==> src/rtl/addsub_share_ctrl_pkg.sv <==
// Shared encodings for the two-requester adder-subtractor controller.
package addsub_share_ctrl_pkg;

   typedef enum logic [1:0] {
      ST_IDLE = 2'd0,
      ST_EXEC = 2'd1,
      ST_RESP = 2'd2
   } state_t;

   localparam logic OP_ADD  = 1'b0;
   localparam logic OP_SUB  = 1'b1;

   localparam logic ID_REQ0 = 1'b0;
   localparam logic ID_REQ1 = 1'b1;

endpackage

==> src/rtl/addsub_share_ctrl_core.sv <==
// Combinational ripple-carry adder-subtractor with carry and signed overflow.
module addsub16_core #(
   parameter int WIDTH = 16
) (
   input  logic [WIDTH-1:0] a,
   input  logic [WIDTH-1:0] b,
   input  logic             sub,
   output logic [WIDTH-1:0] sum,
   output logic             cout,
   output logic             ovf
);

   logic [WIDTH-1:0] b_eff;

   assign b_eff = b ^ {WIDTH{sub}};

   // Subtract is a + ~b + 1, so the carry chain starts from sub.
   always_comb begin : ripple
      logic c;
      c    = sub;
      sum  = '0;
      for (int i = 0; i < WIDTH; i++) begin
         sum[i] = a[i] ^ b_eff[i] ^ c;
         c      = (a[i] & b_eff[i]) | (c & (a[i] ^ b_eff[i]));
      end
      cout = c;
   end

   assign ovf = (a[WIDTH-1] == b_eff[WIDTH-1]) && (sum[WIDTH-1] != a[WIDTH-1]);

endmodule

==> src/rtl/addsub_share_ctrl.sv <==
// Round-robin share of one adder-subtractor between two valid/ready requesters.
module addsub_share_ctrl
   import addsub_share_ctrl_pkg::*;
#(
   parameter int WIDTH = 16
) (
   input  logic             clk,
   input  logic             rst,
   input  logic [1:0]       req_valid,
   output logic [1:0]       req_ready,
   input  logic [WIDTH-1:0] req0_a,
   input  logic [WIDTH-1:0] req0_b,
   input  logic             req0_sub,
   input  logic [WIDTH-1:0] req1_a,
   input  logic [WIDTH-1:0] req1_b,
   input  logic             req1_sub,
   output logic             rsp_valid,
   input  logic             rsp_ready,
   output logic             rsp_id,
   output logic [WIDTH-1:0] rsp_sum,
   output logic             rsp_cout,
   output logic             rsp_ovf
);

   state_t           state, state_nxt;
   logic             last_grant;
   logic [WIDTH-1:0] op_a, op_b;
   logic             op_sub, op_id;
   logic             grant, can_accept, accept;
   logic [WIDTH-1:0] core_sum;
   logic             core_cout, core_ovf;

   addsub16_core #(.WIDTH(WIDTH)) u_core (
      .a    (op_a),
      .b    (op_b),
      .sub  (op_sub),
      .sum  (core_sum),
      .cout (core_cout),
      .ovf  (core_ovf)
   );

   // Both pending: alternate away from the last winner; otherwise take whoever asks.
   always_comb begin
      grant = req_valid[1] ? ID_REQ1 : ID_REQ0;
      if (req_valid == 2'b11) grant = ~last_grant;
   end

   assign can_accept = (state == ST_IDLE) || ((state == ST_RESP) && rsp_ready);
   assign accept     = can_accept && (|req_valid) && !rst;
   assign req_ready  = accept ? ((grant == ID_REQ1) ? 2'b10 : 2'b01) : 2'b00;

   always_comb begin
      state_nxt = state;
      case (state)
         ST_IDLE: if (accept) state_nxt = ST_EXEC;
         ST_EXEC: state_nxt = ST_RESP;
         ST_RESP: if (rsp_ready) state_nxt = accept ? ST_EXEC : ST_IDLE;
         default: state_nxt = ST_IDLE;
      endcase
   end

   always_ff @(posedge clk or posedge rst) begin
      if (rst) state <= ST_IDLE;
      else     state <= state_nxt;
   end

   always_ff @(posedge clk or posedge rst) begin
      if (rst) begin
         last_grant <= ID_REQ1;
         op_a       <= '0;
         op_b       <= '0;
         op_sub     <= OP_ADD;
         op_id      <= ID_REQ0;
         rsp_valid  <= 1'b0;
         rsp_id     <= ID_REQ0;
         rsp_sum    <= '0;
         rsp_cout   <= 1'b0;
         rsp_ovf    <= 1'b0;
      end else begin
         if (accept) begin
            last_grant <= grant;
            op_id      <= grant;
            op_a       <= (grant == ID_REQ1) ? req1_a   : req0_a;
            op_b       <= (grant == ID_REQ1) ? req1_b   : req0_b;
            op_sub     <= (grant == ID_REQ1) ? req1_sub : req0_sub;
         end
         if (state == ST_EXEC) begin
            rsp_valid <= 1'b1;
            rsp_id    <= op_id;
            rsp_sum   <= core_sum;
            rsp_cout  <= core_cout;
            rsp_ovf   <= core_ovf;
         end else if ((state == ST_RESP) && rsp_ready) begin
            rsp_valid <= 1'b0;
         end
      end
   end

endmodule

==> config.mk <==
export PLATFORM = sky130hd
export DESIGN_NAME = addsub_share_ctrl
export DESIGN_NICKNAME = d
export VERILOG_FILES = /design/src/rtl/addsub_share_ctrl_pkg.sv /design/src/rtl/addsub_share_ctrl_core.sv /design/src/rtl/addsub_share_ctrl.sv
export SDC_FILE = /design/constraint.sdc
export NUM_CORES = 1
export LEC_CHECK = 0
export BUFFER_PORTS_ARGS = -buffer_cell sky130_fd_sc_hd__buf_2
export CORE_MARGIN = 2
export CORE_UTILIZATION = 48
export CTS_BUF_LIST = sky130_fd_sc_hd__clkbuf_4
export DETAILED_ROUTE_END_ITERATION = 10
export PLACE_DENSITY_LB_ADDON = 0.05
export SLEW_MARGIN = 0
export SYNTH_ARGS = -nofsm -noshare
export SYNTH_HDL_FRONTEND = slang
export SYNTH_SLANG_ARGS = --single-unit
==> constraint.sdc <==
create_clock -name clk -period 6.5 [get_ports clk]
set_input_delay 1.95 -clock clk [delete_from_list [all_inputs] [get_ports clk]]
set_output_delay 1.95 -clock clk [all_outputs]
set_load 0.05 [all_outputs]
==> results_dict.tcl, run 1 <==
set metrics [dict create \
    status "complete, no violations" \
    coreArea_sq_um 6314 \
    initial_core_util 0.4923 \
    final.min_clock_period_ns 6.349 \
    rsz_0062_raised_after_global_routing "true" \
    first_pass_iters 4 \
    yosys_top_cell_by_area "sky130_fd_sc_hd__dfrtp_1" \
    yosys-top-cells-area "sky130_fd_sc_hd__dfrtp_1 (45%), sky130_fd_sc_hd__a2bb2oi_2 (9.7%), sky130_fd_sc_hd__fa_1 (9.7%), sky130_fd_sc_hd__o32ai_1 (9.3%), sky130_fd_sc_hd__xnor2_1 (4.2%)" \
    synth-async-reset-ratio 1.000 \
    layout.cells.most_common "sky130_fd_sc_hd__buf_2" \
    final-setup-viol-count 0 \
    crit_end_category "flop" \
    ys_types 27 \
    synthesis.area_per_instance_sq_um 12.38 \
    layout.cells.most_common_list "sky130_fd_sc_hd__buf_2 (92), sky130_fd_sc_hd__dfrtp_1 (56), sky130_fd_sc_hd__o32ai_1 (33)" \
    cp_data_arrival_time_ns 6.66 \
    detailedRoute.firstIterationViolations 100 \
    boundary_pins 93 \
    areaGrowthSynthToFinish_pct 21.66 \
    postCtsSetupRepairBufs 0 \
    maxClockFrequency_mhz 157.5 \
    clk_latency_ns 0.41 \
    hold_path_class "reg -> reg" \
    tritoncts "done" \
    dpl.hpwl_um 4864 \
    final_core_util 0.5989 \
    synthesis.nets 338 \
    fin_nets 428 \
    final_hold_violation_count 0 \
    clk_transition_reported_paths_ns 0.11 \
    numPortBuffers 92 \
    postSynth.topFlopCell "sky130_fd_sc_hd__dfrtp_1" \
    ctsLongestPathBuffers 2 \
    floorplan.die_area_sq_um 7134 \
    power.static_leakage_uw 0.001718 \
    p_per_area_nw_per_um2 441.0 \
    launching_element_type_of_the_critical_path "flop" \
    layout.cells.non_filler 423 \
    yosys.area.top_type_share 0.4509 \
    grt_first_pass_wirelength_um 11880 \
    routed_len_inst_um 16.55 \
    max_slew.worst_pin.slew_ns 1.103 \
    numClockSinks 57 \
    seq_area_frac_synth 0.4593 \
    peakVddDrop_mv 0.2498 \
    totalWireLength_um 6999 \
    tritoncts_buffer_count 9 \
    cts_hold_buf 0 \
    row_count 29 \
    antenna_found_initial 0 \
    vias_per_cell 5.359 \
    critical_path_peak_fanout 4 \
    antenna_violating_nets_post_route 0 \
    slew_headroom 0.2639 \
    count_of_flip_flops_with_a_built_in_enable_after_synthesis 0 \
    globalplace.congestion 0.7876 \
    die_width_um 84.47 \
    synthesis.instances 251 \
    chipHeight_um 84.47 \
    clock-root-buffer "sky130_fd_sc_hd__clkbuf_4" \
    grt_use_total 0.2170 \
    required_ns 6.81 \
    antennaDiodeCount 0 \
    finalCritPeriodShare 0.9768 \
    critPathKind "reg -> reg" \
    htreeDepth 3 \
    num_vias 2267 \
    grt_overflow 0 \
    synth_area_sq_um 3108 \
    fin_worst_skew_ns 0.01692 \
    drt_drc_violations_left 0 \
    finalMaxSlewViolations 0 \
    synth-seq-cells 57 \
    grt_pass1_vias 2417 \
    synth_warn 0 \
    largest_net_degree_at_the_start_of_global_routing 41 \
    drv.max_cap_violation_count 0 \
    layout-drive-gt1-share 0.4769 \
    place.detailed.instances 407 \
]
critical path, stage by stage, from the launching register on:
cell and delay (ns):
sky130_fd_sc_hd__dfrtp_1 0.44, sky130_fd_sc_hd__xnor2_2 0.16, sky130_fd_sc_hd__fa_2 0.37, sky130_fd_sc_hd__fa_2 0.36, sky130_fd_sc_hd__fa_2 0.36, sky130_fd_sc_hd__fa_2 0.37, sky130_fd_sc_hd__fa_2 0.35, sky130_fd_sc_hd__fa_2 0.35
sky130_fd_sc_hd__fa_2 0.34, sky130_fd_sc_hd__fa_2 0.35, sky130_fd_sc_hd__fa_2 0.35, sky130_fd_sc_hd__fa_2 0.34, sky130_fd_sc_hd__fa_2 0.34, sky130_fd_sc_hd__fa_2 0.34, sky130_fd_sc_hd__inv_2 0.06, sky130_fd_sc_hd__fa_2 0.18
sky130_fd_sc_hd__inv_2 0.04, sky130_fd_sc_hd__fa_2 0.32, sky130_fd_sc_hd__inv_2 0.07, sky130_fd_sc_hd__fa_1 0.42, sky130_fd_sc_hd__xnor2_1 0.15, sky130_fd_sc_hd__o31ai_1 0.18
timing repair:
action,in CTS,in global routing
cloned,0,0
setup endpoints to repair,2,2
pin swaps,1,0
resized for setup,5,9
synthesized netlist by cell type (3+ instances only):
| cell type | number |
|---|---|
| sky130_fd_sc_hd__a2bb2oi_1 | 14 |
| sky130_fd_sc_hd__a2bb2oi_2 | 20 |
| sky130_fd_sc_hd__buf_2 | 12 |
| sky130_fd_sc_hd__buf_6 | 3 |
| sky130_fd_sc_hd__clkbuf_1 | 8 |
| sky130_fd_sc_hd__dfrtp_1 | 56 |
| sky130_fd_sc_hd__fa_1 | 15 |
| sky130_fd_sc_hd__inv_1 | 21 |
| sky130_fd_sc_hd__mux2_2 | 3 |
| sky130_fd_sc_hd__mux2i_1 | 3 |
| sky130_fd_sc_hd__nand2_1 | 16 |
| sky130_fd_sc_hd__o21ai_0 | 16 |
| sky130_fd_sc_hd__o32ai_1 | 33 |
| sky130_fd_sc_hd__xnor2_1 | 15 |
worst paths after layout:
kind / start / to / slack, ns / depth (start not counted)
setup reg to reg: op_sub$_DFFE_PP0P_ / rsp_ovf$_DFFE_PP0P_ / 0.15 / 21
min in group asynchronous: rst / state[1]$_DFFE_PP0P_ / 1.55 / 2
hold reg to reg: rsp_sum[9]$_DFFE_PP0P_ / rsp_sum[9]$_DFFE_PP0P_ / 0.48 / 2
hold / removal: rsp_sum[9]$_DFFE_PP0P_ / rsp_sum[9]$_DFFE_PP0P_ / 0.48 / 2
setup / recovery: op_sub$_DFFE_PP0P_ / rsp_ovf$_DFFE_PP0P_ / 0.15 / 21
max in group asynchronous: rst / last_grant$_DFFE_PP1P_ / 4.08 / 3
state kept, by name, indices dropped and copies added, names as in the netlist:
name	cells
op_b	16
rsp_id	1
rsp_sum	16
rsp_cout	1
op_id	1
op_sub	1
op_a	16
rsp_ovf	1
last_grant	1
rsp_valid	1
state	2
metrics by stage:
stage / TNS [ns] / power, uW / instance area [sq um] / hold WS [ns] / setup WS (ns)
2_1_floorplan: 0 / 1208 / 3137 / 0.4522 / 0.005816
3_3_place_gp: -0.1011 / 1419 / 3642 / 0.4553 / -0.06373
3_5_place_dp: -0.3551 / 1445 / 3642 / 0.4641 / -0.1922
4_1_cts: 0 / 1673 / 3760 / 0.4886 / 0.02893
5_1_grt: -0.03149 / 1794 / 3781 / 0.5082 / -0.03149
6_report: 0 / 1667 / 3781 / 0.4833 / 0.1508
layout make-up:
class / count / area, sq um
clock buffer: 11 / 82.58
clock inverter: 5 / 22.52
fill: 550 / 2532
inverter: 22 / 82.58
multi-input combinational: 148 / 1526
sequential: 57 / 1428
tap: 77 / 96.34
timing repair buffer: 103 / 543.0
cells by family after synthesis:
| kind of cell | Yosys count | synth area share |
|---|---|---|
| AO/OA/AOI/OAI | 87 | 0.2734 |
| AND/OR/NAND/NOR | 22 | 0.03060 |
| multiplexers | 6 | 0.02053 |
| XOR/XNOR | 17 | 0.04791 |
| flip-flops | 57 | 0.4593 |
| adder cells (fa/ha/maj) | 16 | 0.1006 |
| buffers and inverters | 46 | 0.06763 |
per-layer routing:
metal  up-vias  wire [um]  global-route usage  share of wire
met5         -          0                   0              0
met4         0         78             0.06494          0.011
met3         8        308             0.06096          0.044
met2        53       3415              0.3543           0.49
met1      1111       3197              0.2847           0.46
li1       1095          -                   -              -
where the power goes:
part	internal (uW)	total, uW	switching (uW)
sequential	478	562	84.3
clock	82.9	214	131
combinational	361	891	530
total	921	1670	746
Power figures use the tool's default switching activity.
==> inputs of run 2 (changes only) <==
--- a/config.mk
+++ b/config.mk
@@ -10,7 +10,9 @@
 export CORE_UTILIZATION = 48
 export CTS_BUF_LIST = sky130_fd_sc_hd__clkbuf_4
 export DETAILED_ROUTE_END_ITERATION = 10
+export GPL_ROUTABILITY_DRIVEN = 0
 export PLACE_DENSITY_LB_ADDON = 0.05
+export SETUP_SLACK_MARGIN = 0.3
 export SLEW_MARGIN = 0
 export SYNTH_ARGS = -nofsm -noshare
 export SYNTH_HDL_FRONTEND = slang
==> results_dict.tcl, run 2 (synthesis gave the netlist of run 1 again) <==
set metrics [dict create \
    layout.cells.most_common_list "sky130_fd_sc_hd__buf_2 (92), sky130_fd_sc_hd__dfrtp_1 (56), sky130_fd_sc_hd__o32ai_1 (33)" \
    antenna_found_initial 0 \
    clk_transition_reported_paths_ns 0.10 \
    netSwitchingFraction 0.4373 \
    layout-drive-gt1-share 0.4640 \
    numPortBuffers 92 \
    antennaDiodeCount 0 \
    cellInternalPower_uw 959.4 \
    final-setup-viol-count 0 \
    maxClockFrequency_mhz 158.2 \
    clk_latency_ns 0.39 \
    critPathKind "reg -> reg" \
    grt_pass1_vias 2361 \
    antenna_violating_nets_post_route 0 \
    htreeDepth 3 \
    totalWireLength_um 6885 \
    areaGrowthSynthToFinish_pct 22.26 \
    drv.max_cap_violation_count 0 \
    peakVddDrop_mv 0.2283 \
    final_hold_violation_count 0 \
    place.detailed.instances 404 \
    num_vias 2305 \
    vias_per_cell 5.436 \
    die_width_um 84.47 \
    hold_slack_ns 0.4808 \
    ctsLongestPathBuffers 2 \
    row_count 29 \
    layout_top_registers "op_a (16), op_b (16), rsp_sum (16)" \
    chipHeight_um 84.47 \
    slew_headroom 0.2626 \
    status "complete, no violations" \
    boundary_pins 93 \
    fin_nets 429 \
    combinationalPowerShare 0.529 \
    layout.cells.most_common "sky130_fd_sc_hd__buf_2" \
    power.static_leakage_uw 0.001720 \
    p_per_area_nw_per_um2 448.7 \
    crit_end_category "flop" \
    floorplan.die_area_sq_um 7134 \
    critical_path_peak_fanout 3 \
    final.min_clock_period_ns 6.323 \
    launching_element_type_of_the_critical_path "flop" \
    largest_net_degree_at_the_start_of_global_routing 37 \
    dpl.hpwl_um 4850 \
    finalMaxSlewViolations 0 \
    grt_overflow 0 \
    fillCellCount 556 \
    tritoncts "done" \
    initial_core_util 0.4923 \
    numClockSinks 57 \
    detailedRoute.firstIterationViolations 104 \
    finalCritPeriodShare 0.9727 \
    drt_drc_violations_left 0 \
    hold_path_class "reg -> reg" \
    grt_first_pass_wirelength_um 11610 \
    layout.cells.non_filler 424 \
    max_slew.worst_pin.slew_ns 1.105 \
    fin_worst_skew_ns 0.01548 \
    clock-root-buffer "sky130_fd_sc_hd__clkbuf_4" \
    tritoncts_buffer_count 9 \
    required_ns 6.80 \
    routed_len_inst_um 16.24 \
    total_switching_power_uw 745.6 \
    grt_use_total 0.2092 \
    power.share.sequential 0.329 \
    first_pass_iters 4 \
    coreArea_sq_um 6314 \
    cp_data_arrival_time_ns 6.62 \
    rsz_0062_raised_after_global_routing "true" \
    cts_resized 0 \
    share_clk_of_total_power 0.142 \
]
run 2: cell type report:
cell class | count | area, sq um | area share
clock buffers | 10 | 75.07 | 0.01976
clock inverters | 6 | 48.80 | 0.01284
inverters | 22 | 82.58 | 0.02173
multi-input cells | 148 | 1519 | 0.3997
flip-flops and latches | 57 | 1428 | 0.3757
well taps | 77 | 96.34 | 0.02535
repair buffers | 104 | 550.5 | 0.1449
run 2: worst max-delay path: stages, from the launching register on:
cell	delay [ns]
sky130_fd_sc_hd__dfrtp_1	0.42
sky130_fd_sc_hd__xnor2_1	0.16
sky130_fd_sc_hd__fa_2	0.37
sky130_fd_sc_hd__fa_2	0.35
sky130_fd_sc_hd__fa_2	0.35
sky130_fd_sc_hd__fa_2	0.35
sky130_fd_sc_hd__fa_2	0.37
sky130_fd_sc_hd__fa_2	0.36
sky130_fd_sc_hd__fa_2	0.35
sky130_fd_sc_hd__fa_2	0.35
sky130_fd_sc_hd__fa_2	0.34
sky130_fd_sc_hd__fa_2	0.35
sky130_fd_sc_hd__fa_2	0.35
sky130_fd_sc_hd__fa_2	0.34
sky130_fd_sc_hd__inv_2	0.06
sky130_fd_sc_hd__fa_2	0.18
sky130_fd_sc_hd__inv_1	0.05
sky130_fd_sc_hd__fa_2	0.33
sky130_fd_sc_hd__inv_2	0.07
sky130_fd_sc_hd__fa_1	0.41
sky130_fd_sc_hd__xnor2_1	0.14
sky130_fd_sc_hd__o31ai_1	0.20
run 2: repair_timing:
action                                  in CTS  in global routing
hold buffers                                 0                  0
endpoints found under the setup margin       2                  2
setup buffers                                4                  0
run 2: path summary, 6_finish.rpt:
check	cells past startpoint	slack, ns	to	from
worst max-delay path	21	0.18	rsp_ovf$_DFFE_PP0P_	op_sub$_DFFE_PP0P_
max in group asynchronous	3	4.03	rsp_sum[11]$_DFFE_PP0P_	rst
worst min register to register	2	0.48	rsp_sum[3]$_DFFE_PP0P_	rsp_sum[3]$_DFFE_PP0P_
worst max register to register	21	0.18	rsp_ovf$_DFFE_PP0P_	op_sub$_DFFE_PP0P_
worst min-delay path	2	0.48	rsp_sum[3]$_DFFE_PP0P_	rsp_sum[3]$_DFFE_PP0P_
min in group asynchronous	2	1.64	state[1]$_DFFE_PP0P_	rst
run 2: power by group through the flow:
stage                     clock [uW]  combinational [uW]  sequential, uW
after global placement             0                 883             566
after detailed placement           0                 900             572
after global routing             263                 993             577
after CTS                        247                 911             563
after floorplan                    0                 474             755
final                            242                 902             561
run 2: through the flow:
step / power, uW / setup slack, ns / setup TNS (ns) / utilization / cell area [sq um]
after global placement: 1449 / 0.2796 / 0 / 0.5775 / 3646
after detailed placement: 1471 / 0.1805 / 0 / 0.5775 / 3646
after CTS: 1721 / 0.1896 / 0 / 0.6019 / 3800
final: 1705 / 0.1774 / 0 / 0.6019 / 3800
after floorplan: 1229 / 0.3050 / 0 / - / 3163
after global routing: 1834 / -0.04701 / -0.04701 / 0.6019 / 3800
run 2: per-layer routing:
layer  global-route usage  up-vias  routed length, um
li1                     -     1103                  -
met1               0.2990     1124               3207
met2               0.3240       68               3265
met3              0.03245       10                289
met4              0.08225        0                122
met5                    0        -                  0
